==> config.mk <==
export PLATFORM = sky130hd
export DESIGN_NAME = pic_inta_sequencer
export DESIGN_NICKNAME = d
export VERILOG_FILES = /design/src/rtl/pic_inta_sequencer.sv
export SDC_FILE = /design/constraint.sdc
export NUM_CORES = 1
export LEC_CHECK = 0
export BUFFER_PORTS_ARGS = -buffer_cell sky130_fd_sc_hd__buf_2
export CAP_MARGIN = 25
export CELL_PAD_IN_SITES_DETAIL_PLACEMENT = 1
export CELL_PAD_IN_SITES_GLOBAL_PLACEMENT = 1
export CORE_MARGIN = 3
export CORE_UTILIZATION = 33
export DETAILED_ROUTE_END_ITERATION = 16
export GPL_TIMING_DRIVEN = 0
export PLACE_DENSITY_LB_ADDON = 0.08
export SYNTH_ARGS = -nofsm -noshare
export SYNTH_HDL_FRONTEND = slang
export SYNTH_SLANG_ARGS = --single-unit
==> constraint.sdc <==
create_clock -name clk -period 2.15 [get_ports clk]
set_input_delay 0.1075 -clock clk [delete_from_list [all_inputs] [get_ports clk]]
set_output_delay 0.1075 -clock clk [all_outputs]
set_load 0.01 [all_outputs]
==> src/rtl/pic_inta_sequencer.sv <==
// pic_inta_sequencer: 8259-style INTA sequencer with in-service register, EOI/AEOI and vector generation
// Ports: clk/rst (sync active-high); irr/imr request and mask; inta CPU acknowledge level;
// eoi non-specific EOI strobe; ar auto-EOI enable; rot rotate-on-EOI; icw2_wr/icw2 vector base load;
// int_o CPU interrupt; vec_o/vec_valid vector byte and strobe; isr_o in-service; state_o debug state.
// Optional feature: define PIC_ROTATE_EN for rotating priority (rot_ptr marks the lowest-priority level).
module pic_inta_sequencer #(
  parameter logic [4:0] VEC_BASE_RST = 5'h01,
  parameter logic [2:0] SPUR_LEVEL = 3'd7
) (
  input  logic       clk,
  input  logic       rst,
  input  logic [7:0] irr,
  input  logic [7:0] imr,
  input  logic       inta,
  input  logic       eoi,
  input  logic       ar,
  input  logic       rot,
  input  logic       icw2_wr,
  input  logic [4:0] icw2,
  output logic       int_o,
  output logic [7:0] vec_o,
  output logic       vec_valid,
  output logic [7:0] isr_o,
  output logic [1:0] state_o
);
  typedef enum logic [1:0] {IDLE = 2'b00, PEND = 2'b01, ACK1 = 2'b10} state_t;
  state_t state, state_nx;
  logic inta_q, inta_rise, spur, has_win, eoi_hit, latch, fire, aeoi;
  logic [2:0] lvl, rot_ptr, sh, win_lvl, eoi_lvl;
  logic [3:0] r_elig, r_isr;
  logic [4:0] vec_base;
  logic [7:0] isr, set_m, clr_m;
  function automatic logic [3:0] first_set(input logic [7:0] v);
    first_set = 4'd8;
    for (int i = 7; i >= 0; i--) if (v[i]) first_set = 4'(i);
  endfunction
  // Rotate so that rank 0 is the highest-priority level (rot_ptr+1).
  function automatic logic [7:0] rot_r(input logic [7:0] v, input logic [2:0] s);
    logic [15:0] d;
    d = {v, v} >> s;
    return d[7:0];
  endfunction
`ifdef PIC_ROTATE_EN
  always_ff @(posedge clk)
    if (rst) rot_ptr <= 3'd7;
    else if (aeoi && rot) rot_ptr <= lvl;
    else if (eoi_hit && rot) rot_ptr <= eoi_lvl;
`else
  logic unused_rot;
  assign unused_rot = rot;
  assign rot_ptr = 3'd7;
`endif
  assign sh = rot_ptr + 3'd1;
  assign r_elig = first_set(rot_r(irr & ~imr, sh));
  assign r_isr = first_set(rot_r(isr, sh));
  assign has_win = r_elig < r_isr;
  assign win_lvl = r_elig[2:0] + sh;
  assign eoi_lvl = r_isr[2:0] + sh;
  assign eoi_hit = eoi && !r_isr[3];
  assign inta_rise = inta && !inta_q;
  always_comb begin
    state_nx = state;
    latch = 1'b0;
    fire = 1'b0;
    aeoi = 1'b0;
    case (state)
      IDLE: state_nx = has_win ? PEND : IDLE;
      PEND: begin
        latch = inta_rise;
        state_nx = inta_rise ? ACK1 : PEND;
      end
      ACK1: begin
        fire = inta_rise;
        aeoi = inta_rise && ar && !spur;
        state_nx = inta_rise ? IDLE : ACK1;
      end
      default: state_nx = IDLE;
    endcase
    set_m = (latch && has_win) ? 8'h01 << win_lvl : 8'h00;
    clr_m = (eoi_hit ? 8'h01 << eoi_lvl : 8'h00) | (aeoi ? 8'h01 << lvl : 8'h00);
  end
  always_ff @(posedge clk)
    if (rst) state <= IDLE;
    else state <= state_nx;
  always_ff @(posedge clk)
    if (rst) begin
      inta_q <= 1'b0;
      isr <= 8'h00;
      vec_o <= 8'h00;
      vec_valid <= 1'b0;
      vec_base <= VEC_BASE_RST;
      lvl <= 3'd0;
      spur <= 1'b0;
    end else begin
      inta_q <= inta;
      isr <= (isr & ~clr_m) | set_m;
      vec_valid <= fire;
      if (fire) vec_o <= {vec_base, lvl};
      if (icw2_wr) vec_base <= icw2;
      if (latch) begin
        lvl <= has_win ? win_lvl : SPUR_LEVEL;
        spur <= !has_win;
      end
    end
  assign int_o = state == PEND;
  assign isr_o = isr;
  assign state_o = state;
endmodule
Word-level counts from Yosys, hierarchy flattened

Index checks and enable logic that the tools add are counted.

Order comparisons: 1
Reductions and logical operators: 10
Multiplexer cells: 27
Bitwise logic cells: 6
Equality and inequality tests: 2
Shifts and indexed selects: 3

Operators with widths:

| operator                                             | number |
|---|---|
| two-way mux 4 bit                                    | 16 |
| two-way mux 8 bit                                    | 3 |
| << shifter 1 x 3 -> 8 bit (first input constant)     | 3 |
| bitwise AND 8 bit                                    | 2 |
| inverter 8 bit                                       | 2 |
| bitwise OR 8 bit                                     | 2 |
| one-hot mux 2 bit (3 select lines)                   | 1 |
| logical AND 1 bit                                    | 5 |
| logical NOT 1 bit                                    | 4 |
| < comparator 4 bit                                   | 1 |
| two-way mux 1 bit                                    | 4 |
| two-way mux 2 bit                                    | 2 |
| two-way mux 3 bit                                    | 1 |
| equality test 2 x 1 -> 1 bit (second input constant) | 1 |
| equality test 2 bit (second input constant)          | 1 |
| logical NOT 2 bit                                    | 1 |

Bits in registers: 29
Word-level logic and storage cells: 57
Output and inout port bits: 20
Bits of input ports: 28

Logic depth before layout (Yosys ltp)

Depth in word-level cells: 15
Gate-level depth with buffers: 10
Depth with buffers taken out: 9

Least setup slack after synthesis

Ideal clock, no wire load.

Kind: register to register
From: register isr[2], in the netlist isr_o[2]
To: register isr[4], in the netlist isr_o[4]
Arrival time: 2187 ps
Setup slack: -111 ps
Data required time: 2075 ps
Clock period less this slack: 2261 ps
Cell stages (with the launch flop): 10
Setup time: 75 ps
Path buffers: 1
Path through: dfxtp_1 -> buf_6 -> nor4_1 -> nand2b_1 -> ha_1 -> o21a_1 -> o21ai_0 -> o32ai_1 -> or4_4 -> o22ai_1

Cells in the longest elaborated chain, start to end: 10
Elaborated cells between the ends (all ways): 14
Classes of those cells: order compare (1); shift (1); mux (5); bitwise (4); reduce/logical (3)

Ends and longest elaborated chain:

| what                                                       | line | text |
|---|---|---|
| start, declared                                            | 32   | `logic [7:0] isr, set_m, clr_m;` |
| start signal, assigned                                     | 96   | `isr <= (isr & ~clr_m) \| set_m;` |
| two-way mux 4 bit * (3 in a row)                           | 35   | `for (int i = 7; i >= 0; i--) if (v[i]) first_set = 4'(i);` |
| branches (longest 6 deep; another with < comparator 4 bit) | n/a  |  |
| bitwise OR 8 bit *                                         | 96   |  |

Every way passes the cells marked *.
A chain may end at the register's enable or synchronous reset.

Worst setup path after layout

From: register isr[1], in the netlist isr_o[1]
To: register isr[6], in the netlist isr_o[6]

Cells in the longest elaborated chain, start to end: 9
Elaborated cells between the ends (all ways): 13
Classes of those cells: order compare (1); shift (1); mux (4); bitwise (4); reduce/logical (3)

Ends and longest elaborated chain:

| what                                                       | line |
|---|---|
| two-way mux 4 bit * (2 in a row)                           | 35 |
| branches (longest 6 deep; another with < comparator 4 bit) | n/a |
| bitwise OR 8 bit *                                         | 96 |

Marked as above.

==> summary.md <==
| Metric | Value |
|---|---|
| Worst-path clk slew | `0.07 ns` |
| Final Critical Period | `2.23 ns` |
| Drt first-iter violations | `55` |
| Post-synth EDFFs | `0` |
| Busiest layer in global routing | `met2` |
| Antenna diodes | `0` |
| Hold/Removal Path Class | `primary input to flip-flop` |
| NetSw | `0.380 mW` |
| CP Data Required Time | `2.35 ns` |
| RSZ-0062 raised after global routing | `true` |
| CTS tree | `done` |
| Final Setup Violations | `4` |
| Core box area | `0.00450 mm2` |
| Final slew viol count | `0` |
| Clock sink total | `29` |
| Sw Share | `25.1%` |
| Max cap viols | `0` |
| Setup crit end kind | `flip-flop` |
| Clk_skew | `0.00711 ns` |
| CP Class | `flip-flop to flip-flop` |
| I/O Buffers | `44` |
| Drt pass-1 iters | `4` |
| Most common cell after layout, fill and taps aside | `buf_2` |
| Half-perimeter wire length after placement | `3.45 mm` |
| Violated checks | `setup timing` |
| TNS Setup | `-0.270 ns` |
| Detailed-route DRC error count | `0` |
| CTS Hold Bufs | `0` |
| Main synth FF type | `dfxtp_1` |
| Area contributors post-synth | `dfxtp_1, nand2_1, a21oi_1, nand2b_1, nor2_1` |
| Comb pwr share | `17.1%` |
| Row count | `24` |
| Post-synthesis cell type count | `39` |
| Tot Pwr | `1.51 mW` |
| Final WS setup | `-0.0812 ns` |
| Vias in the first global route | `1561` |
| Clock network fraction of design power | `44.7%` |
| Slew Limit Headroom | `59.0%` |
| WL final | `4.53 mm` |
| Max IR drop VDD | `0.431 mV` |
| Yosys reg bits | `29` |
| Fraction of registers with async set/reset | `0%` |
| Period utilization | `104%` |
| Initial antenna violation count | `0` |
| CP arrival | `2.43 ns` |
| Worst skew pair latency | `0.28 ns` |
| Cts bufs inserted | `5` |
| Global Route met3 Usage | `4.27%` |
| Syn nets | `225` |
| H-tree lvl count | `2` |
| Status | `finished, violations left` |
| Cell internal pwr | `1.13 mW` |
| Syn Area/Cell | `8.16 um2` |
| R2r setup slk | `-0.08 ns` |
| Final Hold Fails | `0` |
| Most frequent cells in the layout | `buf_2, nand2_1, dfxtp_1, nor2_1, a21oi_1` |
| Largest net degree at the start of global routing | `11` |
| IO Pins | `48` |
| Yosys warns | `0` |
| First-pass GRT wire length | `7.45 mm` |
| Area delta synth->final | `35.1%` |
| Sequential cell area fraction in the yosys report | `36.7%` |
| Worst-case clock buffer depth | `2` |
| Total gr overflow | `0` |
| Worst Tran Pin Value | `0.608 ns` |
| Sequential power share | `38.2%` |
| DIE AREA | `0.00566 mm2` |
| Top-area cell type share of the netlist area | `36.7%` |
| Total global routing track utilization | `17.2%` |
| Chip width | `75.3 um` |
| Filler cells | `567` |
| Met2 usage | `27.4%` |
| Routing usage on met1 | `23.6%` |
| Gp weighted congestion | `0.779` |
| WL/cell | `15.0 um` |
| Cell count after synthesis | `194` |
| Startpoint types | `flip-flop` |
| Synth Cell Area | `0.00158 mm2` |
| DR vias | `1591` |
| Layout cells sized above 1 | `34.5%` |
| Starting Density | `35.1%` |
| Leading area contributor after synthesis | `dfxtp_1` |
| Fmax achieved | `448 MHz` |
| Die Height | `75.3 um` |
| Antenna viol nets, final | `0` |
| Leakage power | `0.896 nW` |
| Fin nets | `279` |
| Root Driver | `clkbuf_8` |
| Worst-path fanout max | `5` |
| PD cells | `708 mW/mm2` |
| Vias per inst | `5.29` |
==> through the flow <==
step | util, % | area, um2 | hold slack (ns) | std cells | setup WS (ns)
floorplan | - | 1600 | 0.236 | 194 | 0.00526
detailed placement | 41.8 | 1880 | 0.344 | 290 | -0.439
global placement | 41.8 | 1880 | 0.341 | 290 | -0.433
global route | 47.5 | 2140 | 0.0724 | 301 | -0.196
CTS | 45.9 | 2070 | 0.0429 | 300 | -0.183
finish | 47.5 | 2140 | 0.0493 | 301 | -0.0812
==> final cells by class <==
type	instances	area (um2)	area share (%)
inverter	6	22.5	1.05
multi-input combinational	153	1050	49.2
tap	52	65.1	3.04
timing repair buffer	48	250	11.7
buffer	5	18.8	0.878
clock inverter	3	65.1	3.04
clock buffer	5	68.8	3.22
sequential	29	596	27.9
==> worst paths after layout <==
kind,startpoint,endpoint,cells past startpoint
max reg2reg,isr_o[1],isr_o[6],8
min reg2reg,vec_base[2],vec_o[5],2
min,icw2[0],vec_base[0],3
max,isr_o[1],isr_o[6],8
==> metal layers <==
metal,share of wire (%),wire [um],up-vias
met3,4.9,224,2
li1,-,-,807
met2,47,2140,35
met5,0,0,-
met1,47,2140,747
met4,0.55,25,0
==> cell usage after synthesis, types with 2 or more instances <==
master      n
a21oi_1    15
a211oi_1    2
o21ai_1     5
nor4_1      2
ha_1        3
o221ai_1    2
mux2i_1     6
clkbuf_1    5
o21a_1      4
o211ai_1    4
nor3_1      7
nor2b_1     9
nand2b_1   12
o22ai_1     4
o31ai_1     2
dfxtp_1    29
nor2_1     18
o2111ai_1   4
inv_1       6
nand4b_1    2
nand2_1    28
o21ai_0     7
o21ba_2     2
==> cells by family (layout without fill, tap and decap cells) <==
logic type	Yosys count	count (layout)	share of synthesized area (%)
compound gates	57	57	24.3
fa+ha+maj	3	3	2.37
simple gates	87	87	29.6
buf+inv	12	67	3.32
mux	6	6	3.79
flops	29	29	36.7
==> power by group through the flow <==
stage,Combinational [mW],Clock (mW),Sequential (mW)
4_1_cts,0.239,0.692,0.581
6_report,0.259,0.677,0.579
3_3_place_gp,0.219,0,0.592
3_5_place_dp,0.221,0,0.593
2_1_floorplan,0.145,0,0.590
5_1_grt,0.293,0.717,0.582
==> timing repair <==
item / 4_1_cts / 5_1_grt
gates cloned: 0 / 0
pin swaps: 10 / 9
setup buffers: 3 / 1
setup endpoints to repair: 9 / 13
gates resized for setup: 11 / 14
==> state kept, by name, indices dropped and copies added (netlist names) <==
name,count
vec_valid,1
spur,1
isr_o,8
inta_q,1
vec_o,8
vec_base,5
lvl,3
state_o,2
==> worst max-delay path, stage by stage, from the launching register on <==
cell     delay [ns]
dfxtp_2        0.36
nor4_4         0.39
nand2_1        0.16
ha_4           0.26
o21a_1         0.11
o21ai_2        0.13
o32ai_2        0.11
or4_4          0.48
o22ai_1        0.15
Power figures use the tool's default switching activity.
